<file path="src/rtl/delay_mem_pkg.sv">
// Shared requester indices, request-vector type and read-latency bounds for the delay-line RAM arbiter.
// No logic of its own, so it adds no latency.
// No backpressure; holds only constants and types.
package delay_mem_pkg;

   localparam int REQ_MAIN = 0;
   localparam int REQ_CHOR = 1;
   localparam int REQ_REV  = 2;
   localparam int N_REQ    = 3;

   localparam int RD_LAT_MIN = 1;
   localparam int RD_LAT_MAX = 2;

   typedef logic [N_REQ-1:0] req_vec_t;

   function automatic bit rd_lat_ok(input int lat);
      return (lat >= RD_LAT_MIN) && (lat <= RD_LAT_MAX);
   endfunction

endpackage

</file>
<file path="src/rtl/rr_arbiter.sv">
// Picks one of N_REQ read requesters: round-robin with ARB_ROUND_ROBIN_EN, else fixed reverb > chorus > main.
// The select is combinational; the round-robin pointer updates on the clock edge.
// No backpressure; the caller masks requests and gates pointer advance through adv.
module rr_arbiter
   import delay_mem_pkg::*;
(
`ifdef ARB_ROUND_ROBIN_EN
   input  logic             clk,
   input  logic             reset,
   input  logic             adv,
`endif
   input  logic [N_REQ-1:0] req,
   output logic [N_REQ-1:0] gnt
);

`ifdef ARB_ROUND_ROBIN_EN
   // One-hot copy of the last read winner; the search starts just after it.
   req_vec_t ptr;
   logic     found;

   always_comb begin
      gnt   = '0;
      found = 1'b0;
      for (int i = 1; i <= N_REQ; i++) begin
         for (int j = 0; j < N_REQ; j++) begin
            if (!found && ptr[j] && req[(j + i) % N_REQ]) begin
               gnt[(j + i) % N_REQ] = 1'b1;
               found                = 1'b1;
            end
         end
      end
   end

   always_ff @(posedge clk or posedge reset) begin
      if (reset)
         ptr <= req_vec_t'(1) << REQ_MAIN;
      else if (adv && (|gnt))
         ptr <= gnt;
   end
`else
   always_comb begin
      gnt = '0;
      if (req[REQ_REV])
         gnt[REQ_REV] = 1'b1;
      else if (req[REQ_CHOR])
         gnt[REQ_CHOR] = 1'b1;
      else if (req[REQ_MAIN])
         gnt[REQ_MAIN] = 1'b1;
   end
`endif

endmodule

</file>
<file path="src/rtl/delay_mem_arbiter.sv">
// Shares one single-port delay-line RAM between the sample writer and three readers (ARB_ROUND_ROBIN_EN selects read policy).
// Issue one cycle after request; read data and one-hot tag return RD_LAT+1 cycles after issue.
// Requesters hold until gnt/ack; a granted requester is masked for one cycle, and writes always beat reads.
module delay_mem_arbiter
   import delay_mem_pkg::*;
#(
   parameter int ADDR_W = 12,
   parameter int DATA_W = 16,
   parameter int RD_LAT = 1
) (
   input  logic              clk,
   input  logic              reset,
   input  logic              wr_req,
   input  logic [ADDR_W-1:0] wr_addr,
   input  logic [DATA_W-1:0] wr_data,
   output logic              wr_ack,
   input  logic [2:0]        rd_req,
   input  logic [ADDR_W-1:0] rd_addr_main,
   input  logic [ADDR_W-1:0] rd_addr_chor,
   input  logic [ADDR_W-1:0] rd_addr_rev,
   output logic [2:0]        rd_gnt,
   output logic [2:0]        rd_valid,
   output logic [DATA_W-1:0] rd_data,
   output logic              mem_en,
   output logic              mem_we,
   output logic [ADDR_W-1:0] mem_addr,
   output logic [DATA_W-1:0] mem_wdata,
   input  logic [DATA_W-1:0] mem_rdata,
   output logic              busy
);

   if (!rd_lat_ok(RD_LAT)) begin : g_bad_rd_lat
      $error("delay_mem_arbiter: RD_LAT must be 1 or 2");
   end

   logic              wr_eff;
   req_vec_t          rd_eff;
   req_vec_t          arb_gnt;
   logic [ADDR_W-1:0] rd_addr_sel;
   req_vec_t          pipe [RD_LAT+1];
   logic              busy_c;

   // Whoever was granted this cycle sits out the next edge.
   assign wr_eff = wr_req & ~wr_ack;
   assign rd_eff = rd_req & ~rd_gnt;

   rr_arbiter u_arb (
`ifdef ARB_ROUND_ROBIN_EN
      .clk   (clk),
      .reset (reset),
      .adv   (!wr_eff),
`endif
      .req   (rd_eff),
      .gnt   (arb_gnt)
   );

   always_comb begin
      rd_addr_sel = '0;
      if (arb_gnt[REQ_MAIN])
         rd_addr_sel = rd_addr_main;
      else if (arb_gnt[REQ_CHOR])
         rd_addr_sel = rd_addr_chor;
      else if (arb_gnt[REQ_REV])
         rd_addr_sel = rd_addr_rev;
   end

   always_ff @(posedge clk or posedge reset) begin
      if (reset) begin
         wr_ack    <= 1'b0;
         rd_gnt    <= '0;
         mem_en    <= 1'b0;
         mem_we    <= 1'b0;
         mem_addr  <= '0;
         mem_wdata <= '0;
         rd_data   <= '0;
         for (int i = 0; i <= RD_LAT; i++)
            pipe[i] <= '0;
      end else begin
         wr_ack    <= wr_eff;
         rd_gnt    <= wr_eff ? '0 : arb_gnt;
         mem_en    <= wr_eff | (|arb_gnt);
         mem_we    <= wr_eff;
         mem_addr  <= wr_eff ? wr_addr : rd_addr_sel;
         mem_wdata <= wr_eff ? wr_data : '0;
         pipe[0]   <= rd_gnt;
         for (int i = 1; i <= RD_LAT; i++)
            pipe[i] <= pipe[i-1];
         // mem_rdata is valid while the tag sits one stage before the output.
         if (|pipe[RD_LAT-1])
            rd_data <= mem_rdata;
      end
   end

   always_comb begin
      busy_c = |rd_gnt;
      for (int i = 0; i <= RD_LAT; i++)
         busy_c = busy_c | (|pipe[i]);
   end

   assign rd_valid = pipe[RD_LAT];
   assign busy     = busy_c;

endmodule

</file>
<file path="config.mk">
export PLATFORM = sky130hd
export DESIGN_NAME = delay_mem_arbiter
export DESIGN_NICKNAME = d
export VERILOG_FILES = /design/src/rtl/delay_mem_pkg.sv /design/src/rtl/rr_arbiter.sv /design/src/rtl/delay_mem_arbiter.sv
export SDC_FILE = /design/constraint.sdc
export NUM_CORES = 1
export LEC_CHECK = 0
export CAP_MARGIN = 15
export CORE_MARGIN = 8
export CORE_UTILIZATION = 34
export CTS_CLUSTER_SIZE = 10
export DETAILED_ROUTE_END_ITERATION = 8
export PLACE_DENSITY = 0.76
export SYNTH_ARGS = -nofsm -noshare
export SYNTH_HDL_FRONTEND = slang
export SYNTH_HIERARCHICAL = 1
export SYNTH_SLANG_ARGS = --single-unit
</file>
<file path="constraint.sdc">
create_clock -name clk -period 2.5 [get_ports clk]
set_input_delay 0.75 -clock clk [delete_from_list [all_inputs] [get_ports clk]]
set_output_delay 0.75 -clock clk [all_outputs]
set_load 0.01 [all_outputs]
</file>
* Word-level counts from Yosys, hierarchy flattened *
Cells that the tools add are included.

operators by class
  multiplexer cells = 11
  reduce and logical (&&, ||, !) cells = 4
  bitwise gates (word level) = 7

operator list
  operator            number
  12-bit two-way mux  4
  16-bit two-way mux  1
  3-bit OR reduction  4
  1-bit two-way mux   4
  3-bit bitwise AND   1
  3-bit two-way mux   1
  3-bit inverter      1
  1-bit bitwise OR    3
  2-bit two-way mux   1
  1-bit bitwise AND   1
  1-bit inverter      1

storage, ports and cells
  register bits = 55
  word-level logic and storage cells = 30
  input port bits = 86
  output and inout bits = 54

* Depth between registers and ports, before layout *
Gate-level depths: netlist of the first run.

  depth after elaboration = 8
  mapped depth = 6
  mapped depth without buffers = 5

* Cells and area by module *
Netlist of the first run, hierarchy kept.

by module, submodules not included
  module             cells each  area an instance (um2)  instances
  delay_mem_arbiter  165         2157.1                  1
  rr_arbiter         3           26.3                    1

* Worst setup path before layout of the first run *
OpenSTA, ideal clock, no wires.

  path type = input port to flip-flop
  start = input port rd_req[1]
  end = register mem_addr[8]
  path buffers = 1
  data arrival time = 1810 ps
  library setup time = 130 ps
  required time = 2370 ps
  path slack = 560 ps
  cell stages on the path = 6
  cells stage by stage = nor2b_1 > nor2b_1 > nor2b_1 > buf_4 > a221oi_1 > o31ai_1

on the way
  cells in the longest elaborated chain, start to end = 6

ends and longest elaborated chain
  what                  RTL line                 text
  from (decl)           delay_mem_arbiter.sv:17  input logic [2:0] rd_req,
  3-bit bitwise AND     delay_mem_arbiter.sv:45  assign rd_eff = rd_req & ~rd_gnt;
  1-bit two-way mux     rr_arbiter.sv:45         else if (req[REQ_CHOR])
  2-bit two-way mux     rr_arbiter.sv:43         if (req[REQ_REV])
  net arb_gnt[1]        delay_mem_arbiter.sv:38  req_vec_t arb_gnt;
  12-bit two-way mux    delay_mem_arbiter.sv:61  else if (arb_gnt[REQ_CHOR])
  12-bit two-way mux    delay_mem_arbiter.sv:59  if (arb_gnt[REQ_MAIN])
  12-bit two-way mux    delay_mem_arbiter.sv:83  mem_addr <= wr_eff ? wr_addr : rd_addr_sel;
  to (signal assigned)  delay_mem_arbiter.sv:83
  to (decl)             delay_mem_arbiter.sv:26  output logic [ADDR_W-1:0] mem_addr,

The timed path passes the listed nets, and every way through them passes these cells.
A chain may end at the register's enable or synchronous reset.

* Worst setup path after layout of the first run *
  start = register rd_gnt[1]
  end = output port busy

on the way
  cells in the longest elaborated chain, start to end = 3

ends and longest elaborated chain
  what                           RTL line                 text
  from (decl)                    delay_mem_arbiter.sv:21  output logic [2:0] rd_gnt,
  from (signal assigned)         delay_mem_arbiter.sv:80  rd_gnt <= wr_eff ? '0 : arb_gnt;
  3-bit OR reduction             delay_mem_arbiter.sv:95  busy_c = |rd_gnt;
  1-bit bitwise OR (2 in a row)  delay_mem_arbiter.sv:97  busy_c = busy_c | (|pipe[i]);
  to (decl)                      delay_mem_arbiter.sv:29  output logic busy

Every way passes these cells.

==> out/results.tsv, run 1 <==
metric	value	unit
run_status	finished, final reports clean	
first_pass_iters	4	
fin_nets	396	
hold_path_class	reg -> reg	
finish.utilization	60.0	%
r2r_cells	5	
cp.arrival	1.59	ns
area_growth	72.4	%
syn_nets	254	
yosysTopAreaCellShare	63.0	%
p_leak	1.58	nW
clkTransAtPathRegs	0.09	ns
maxSlewViolCount	0	
cp_max_fo	4	
first_iter_violations	58	
layout.cells.non_filler	387	
max-vdd-ir-drop	0.311	mV
p_switching	0.536	mW
fmax	427	MHz
hold_path_end	rd_valid[2]$_DFF_PP0_	
via_count	1785	
hold_violations	0	
drc_errors	0	
reg2reg_to	mem_addr[8]$_DFF_PP0_	
hold_start	pipe[5]$_DFF_PP0_	
fin_tns_setup	0	ns
num_rows	29	
yosysUniqueCellTypes	21	
cts_max_level	2	
yosysWarningCount	6	
period_share	93.6	%
grt_pass1_wl	10100	µm
power_density	571	nW/µm²
max_cap_violations	0	
die-area	9240	µm²
port_buffers	139	
power_frac_comb	29.1	%
fp.dieH	96.1	µm
place_inst	380	
clockRootBuffer	clkbuf_8	
routed_wl	6480	µm
setup-violations-final	0	
switching_share	24.9	%
dp_hpwl	5150	µm
yosysTopAreaCell	dfrtp_1	
ctsHoldBuffers	0	
skew	0.00308	ns
routedWlPerCell	16.7	µm
cts_tree	done	
antenna_found_initial	0	
worstPathRequired	1.75	ns
ys_ff_latch	55	
endpoint_kind	output port	
holdPathStages	0	
grt.overflow.total	0	
crit_type	reg -> out	
synth-seq-area-share	63.0	%
grt_max_degree	56	
netlist_area	2180	µm²
postPlaceCellArea	3670	µm²
rsz0062_at_grt	no	
via_per_inst	4.61	
core-area	6280	µm²
r2r_slack	0.71	ns
clockBufferDepth	2	
slew-limit-headroom	66.3	%
fill_cells	529	
cts_buffers	5	
clk_latency	0.29	ns
cts.sinks	55	
grt_util_all_layers	14.2	%
synth_area_per_cell	13.0	µm²
power.share.sequential	48.3	%
syn_inst	168	
layout-drive-gt1-share	12.6	%
design_area	3760	µm²
place_congestion	0.778	
final_antenna_net_count	0	
start_util	34.8	%
whs	0.439	ns
n_antenna_cell	0	
grt_pass1_vias	1983	
power.clock.fraction	22.6	%
io-pin-count	140	
fin_crit	2.34	ns
internal_power	1.61	mW
tightestPinTransition	0.504	ns
synth.area.top_cells	dfrtp_1 63%, mux2_2 8.3%, nor2b_1 5.7%, and2_1 4.6%, a221oi_1 4.4%	
p_total	2.15	mW
fin_ws	0.160	ns
crit-reg2reg-launch	rd_gnt[2]$_DFF_PP0_	
cp-start-kind	flip-flop	
dp_slack	-0.369	ns
fp.dieW	96.1	µm
-- routing by layer --
layer | wire length, µm | GRT usage (%) | vias up
met5 | 0 | 0 | -
met3 | 969 | 7.33 | 2
li1 | - | - | 856
met1 | 2310 | 15.5 | 835
met4 | 23 | 3.84 | 0
met2 | 3180 | 23.8 | 92
-- synth_stat cells --
cell type and n:
dfrtp_1 55, nor2b_1 20, and2_1 16, mux2_2 16
nand2_1 12, a221oi_1 11, o31ai_1 11, buf_4 6
buf_2 4, clkbuf_1 4, a21oi_1 2, inv_1 2
a22o_1 1, buf_8 1, nand3_1 1, nor2_1 1
nor3_4 1, nor3b_2 1, nor4_1 1, o21ai_0 1
or4_1 1
-- worst max-delay path by stage --
| stage | slack [ns] | to | startpoint | cells past startpoint |
|---|---|---|---|---|
| floorplan | 0.41 | mem_addr[0]$_DFF_PP0_ | reset | 1 |
| global placement | -0.29 | mem_addr[4]$_DFF_PP0_ | rd_req[2] | 6 |
| detailed placement | -0.37 | mem_addr[8]$_DFF_PP0_ | rd_req[2] | 6 |
| CTS | 0.14 | busy | rd_gnt[1]$_DFF_PP0_ | 3 |
| global route | 0.04 | mem_addr[2]$_DFF_PP0_ | rd_req[2] | 6 |
| finish | 0.16 | busy | rd_gnt[1]$_DFF_PP0_ | 3 |
-- power groups by stage --
stage / Sequential, mW / Clock, mW / Combinational, mW
6_report: 1.04 / 0.486 / 0.625
3_5_place_dp: 1.06 / 0 / 0.636
3_3_place_gp: 1.05 / 0 / 0.628
4_1_cts: 1.04 / 0.513 / 0.639
2_1_floorplan: 1.10 / 0 / 0.193
5_1_grt: 1.05 / 0.537 / 0.675
-- placed cells by master (no fill, tap or decap), types with 2 or more instances in the layout --
cell,instances
a21oi_1,2
a221oi_1,11
and2_1,16
buf_4,10
clkbuf_8,6
clkdlybuf4s50_1,139
dfrtp_1,55
mux2_2,16
nand2_1,12
nor2b_1,18
nor2b_2,2
o31ai_1,11
-- worst max-delay path, stage by stage (launching register included) --
cell and delay (ns):
dfrtp_1 0.43, nor4_1 0.28, nand3_1 0.10, clkdlybuf4s50_1 0.49
-- cell type report --
type | instances | area (µm²) | share of cell area (%)
timing repair buffer | 150 | 1490 | 39.5
tap | 77 | 96.3 | 2.56
clock buffer | 6 | 82.6 | 2.19
inverter | 2 | 7.51 | 0.199
clock inverter | 1 | 5.00 | 0.133
multi-input combinational | 96 | 709 | 18.8
sequential | 55 | 1380 | 36.6
-- timing repair --
action | 4_1_cts | 5_1_grt
resized for setup | 1 | 0
endpoints found under the setup margin | 5 | 0
setup buffers | 0 | 0
-- cells by family (layout without fill, tap and decap cells) --
| logic type | Yosys count | after routing | share of synthesized area, % |
|---|---|---|---|
| AOI/OAI and AO/OA | 26 | 26 | 9.28 |
| buffers and inverters | 17 | 159 | 4.70 |
| DFF | 55 | 55 | 63.0 |
| muxes | 16 | 16 | 8.25 |
| and+or+nand+nor | 54 | 54 | 14.7 |
-- state kept, by name, summed over array words and instances (netlist names) --
name,count
mem_wdata,16
mem_en,1
rd_valid,3
rd_data,16
pipe,3
rd_gnt,3
mem_we,1
mem_addr,12
Power figures use the tool's default switching activity.
==> run 2: changes to the inputs <==
--- a/config.mk
+++ b/config.mk
@@ -11,6 +11,7 @@
 export CTS_CLUSTER_SIZE = 10
 export DETAILED_ROUTE_END_ITERATION = 8
 export PLACE_DENSITY = 0.76
+export SKIP_CTS_REPAIR_TIMING = 1
 export SYNTH_ARGS = -nofsm -noshare
 export SYNTH_HDL_FRONTEND = slang
 export SYNTH_HIERARCHICAL = 1
==> out/results.tsv, run 2 (synthesized netlist as in run 1, its figures left out) <==
metric	value	unit	change
run_status	finished, final reports clean		
whs	0.439	ns	+0.00000100 ns
setup-violations-final	0		unchanged
final_cell_mix	139 x clkdlybuf4s50_1, 55 x dfrtp_1, 18 x nor2b_1, 16 x mux2_2, 16 x and2_1		
regArea	1380	µm²	unchanged
skew	0.00304	ns	-0.0000455 ns
n_antenna_cell	0		unchanged
clockRootBuffer	clkbuf_8		
tightestPinTransition	0.507	ns	+0.00376 ns
routedWlPerCell	16.7	µm	-0.25%
start_util	34.8	%	unchanged
cts.sinks	55		unchanged
core-area	6280	µm²	unchanged
final_common_cell	clkdlybuf4s50_1		
cp_max_fo	4		unchanged
grt_pass1_vias	1977		-0.30%
fin_ws	0.161	ns	+0.000634 ns
fp.dieW	96.1	µm	unchanged
power_density	571	nW/µm²	about the same
worstPathRequired	1.75	ns	about the same
fin_nets	396		unchanged
p_total	2.15	mW	about the same
multi_input_area	709	µm²	unchanged
fin_crit	2.34	ns	-0.000634 ns
final_antenna_net_count	0		unchanged
fp.dieH	96.1	µm	unchanged
via_per_inst	4.61		-0.11%
r2r_cells	5		unchanged
slew-limit-headroom	66.0	%	-0.25 points
r2r_slack	0.71	ns	about the same
via_count	1783		-0.11%
grt_pass1_wl	10000	µm	-0.28%
drc_errors	0		unchanged
cp.arrival	1.59	ns	about the same
maxSlewViolCount	0		unchanged
clockBufferDepth	2		unchanged
grt_max_degree	56		unchanged
dp_slack	-0.369	ns	unchanged
cts_buffers	5		unchanged
num_rows	29		unchanged
grt_util_all_layers	14.2	%	-0.033 points
top_regs	mem_wdata (16), rd_data (16), mem_addr (12)		
layout.cells.non_filler	387		unchanged
max-vdd-ir-drop	0.311	mV	-0.18%
max_cap_violations	0		unchanged
cp_slowest_cell	clkdlybuf4s50_1		
io-pin-count	140		unchanged
finish.utilization	60.0	%	unchanged
fmax	428	MHz	about the same
p_leak	1.58	nW	unchanged
fill_cells	529		unchanged
crit_type	reg -> out		
cts_max_level	2		unchanged
hold_path_class	reg -> reg		
place_inst	380		unchanged
endpoint_kind	output port		
max_stage_delay	0.49	ns	about the same
holdPathStages	0		unchanged
routed_wl	6460	µm	-0.25%
area_growth	72.4	%	unchanged
port_buffers	139		unchanged
place_congestion	0.778		unchanged
first_iter_violations	59		+1.7%
layout-drive-gt1-share	12.6	%	unchanged
first_pass_iters	4		unchanged
clkTransAtPathRegs	0.09	ns	about the same
dp_hpwl	5150	µm	unchanged
hold_violations	0		unchanged
period_share	93.6	%	about the same
antenna_found_initial	0		unchanged
die-area	9240	µm²	unchanged
rsz0062_at_grt	no		
cts_tree	done		
clk_latency	0.29	ns	about the same
crit_chain	nor4_1 -> nand3_1 -> clkdlybuf4s50_1		
grt.overflow.total	0		unchanged
cp-start-kind	flip-flop		
[run 2: cell counts in the layout (fill, tap and decap cells not counted)]
Identical to the previous run, type by type.
[run 2: area by class of cell]
type                            instances  area share [%]
Clock buffer                            6            2.19
Clock inverter                          1           0.133
Inverter                                2           0.199
Multi-Input combinational cell         96            18.8
Sequential cell                        55            36.6
Tap cell                               77            2.56
Timing Repair Buffer                  150            39.5
[run 2: worst paths after layout]
kind / end / start
max: busy / rd_gnt[1]$_DFF_PP0_
min: rd_valid[2]$_DFF_PP0_ / pipe[5]$_DFF_PP0_
max reg2reg: mem_addr[8]$_DFF_PP0_ / rd_gnt[2]$_DFF_PP0_
min reg2reg: rd_valid[2]$_DFF_PP0_ / pipe[5]$_DFF_PP0_
max in group asynchronous: mem_wdata[3]$_DFF_PP0_ / reset
min in group asynchronous: pipe[3]$_DFF_PP0_ / reset
[run 2: critical path, delay by kind of cell, from the launching register on]
family	cells	cell delay [ns]
flops	1	0.43
simple gates	2	0.38
buf+inv	1	0.49
[run 2: stage by stage]
step	setup TNS [ns]	cell area [µm²]
after floorplan	0	2180
after global placement	-3.13	3670
after detailed placement	-3.44	3670
after CTS	-0.202	3760
after global routing	0	3760
final	0	3760
[run 2: report_power, final]
group	total, mW	internal, mW	switching [mW]
combinational	0.625	0.403	0.222
sequential	1.04	0.992	0.0452
clock	0.486	0.218	0.268
total	2.15	1.61	0.535
[run 2: metal layers]
layer	global-route usage (%)	vias to the layer above	share of wire (%)
met1	15.3	835	36
li1	-	856	-
met4	3.84	0	0.36
met2	23.8	90	49
met5	0	-	0
met3	7.33	2	15
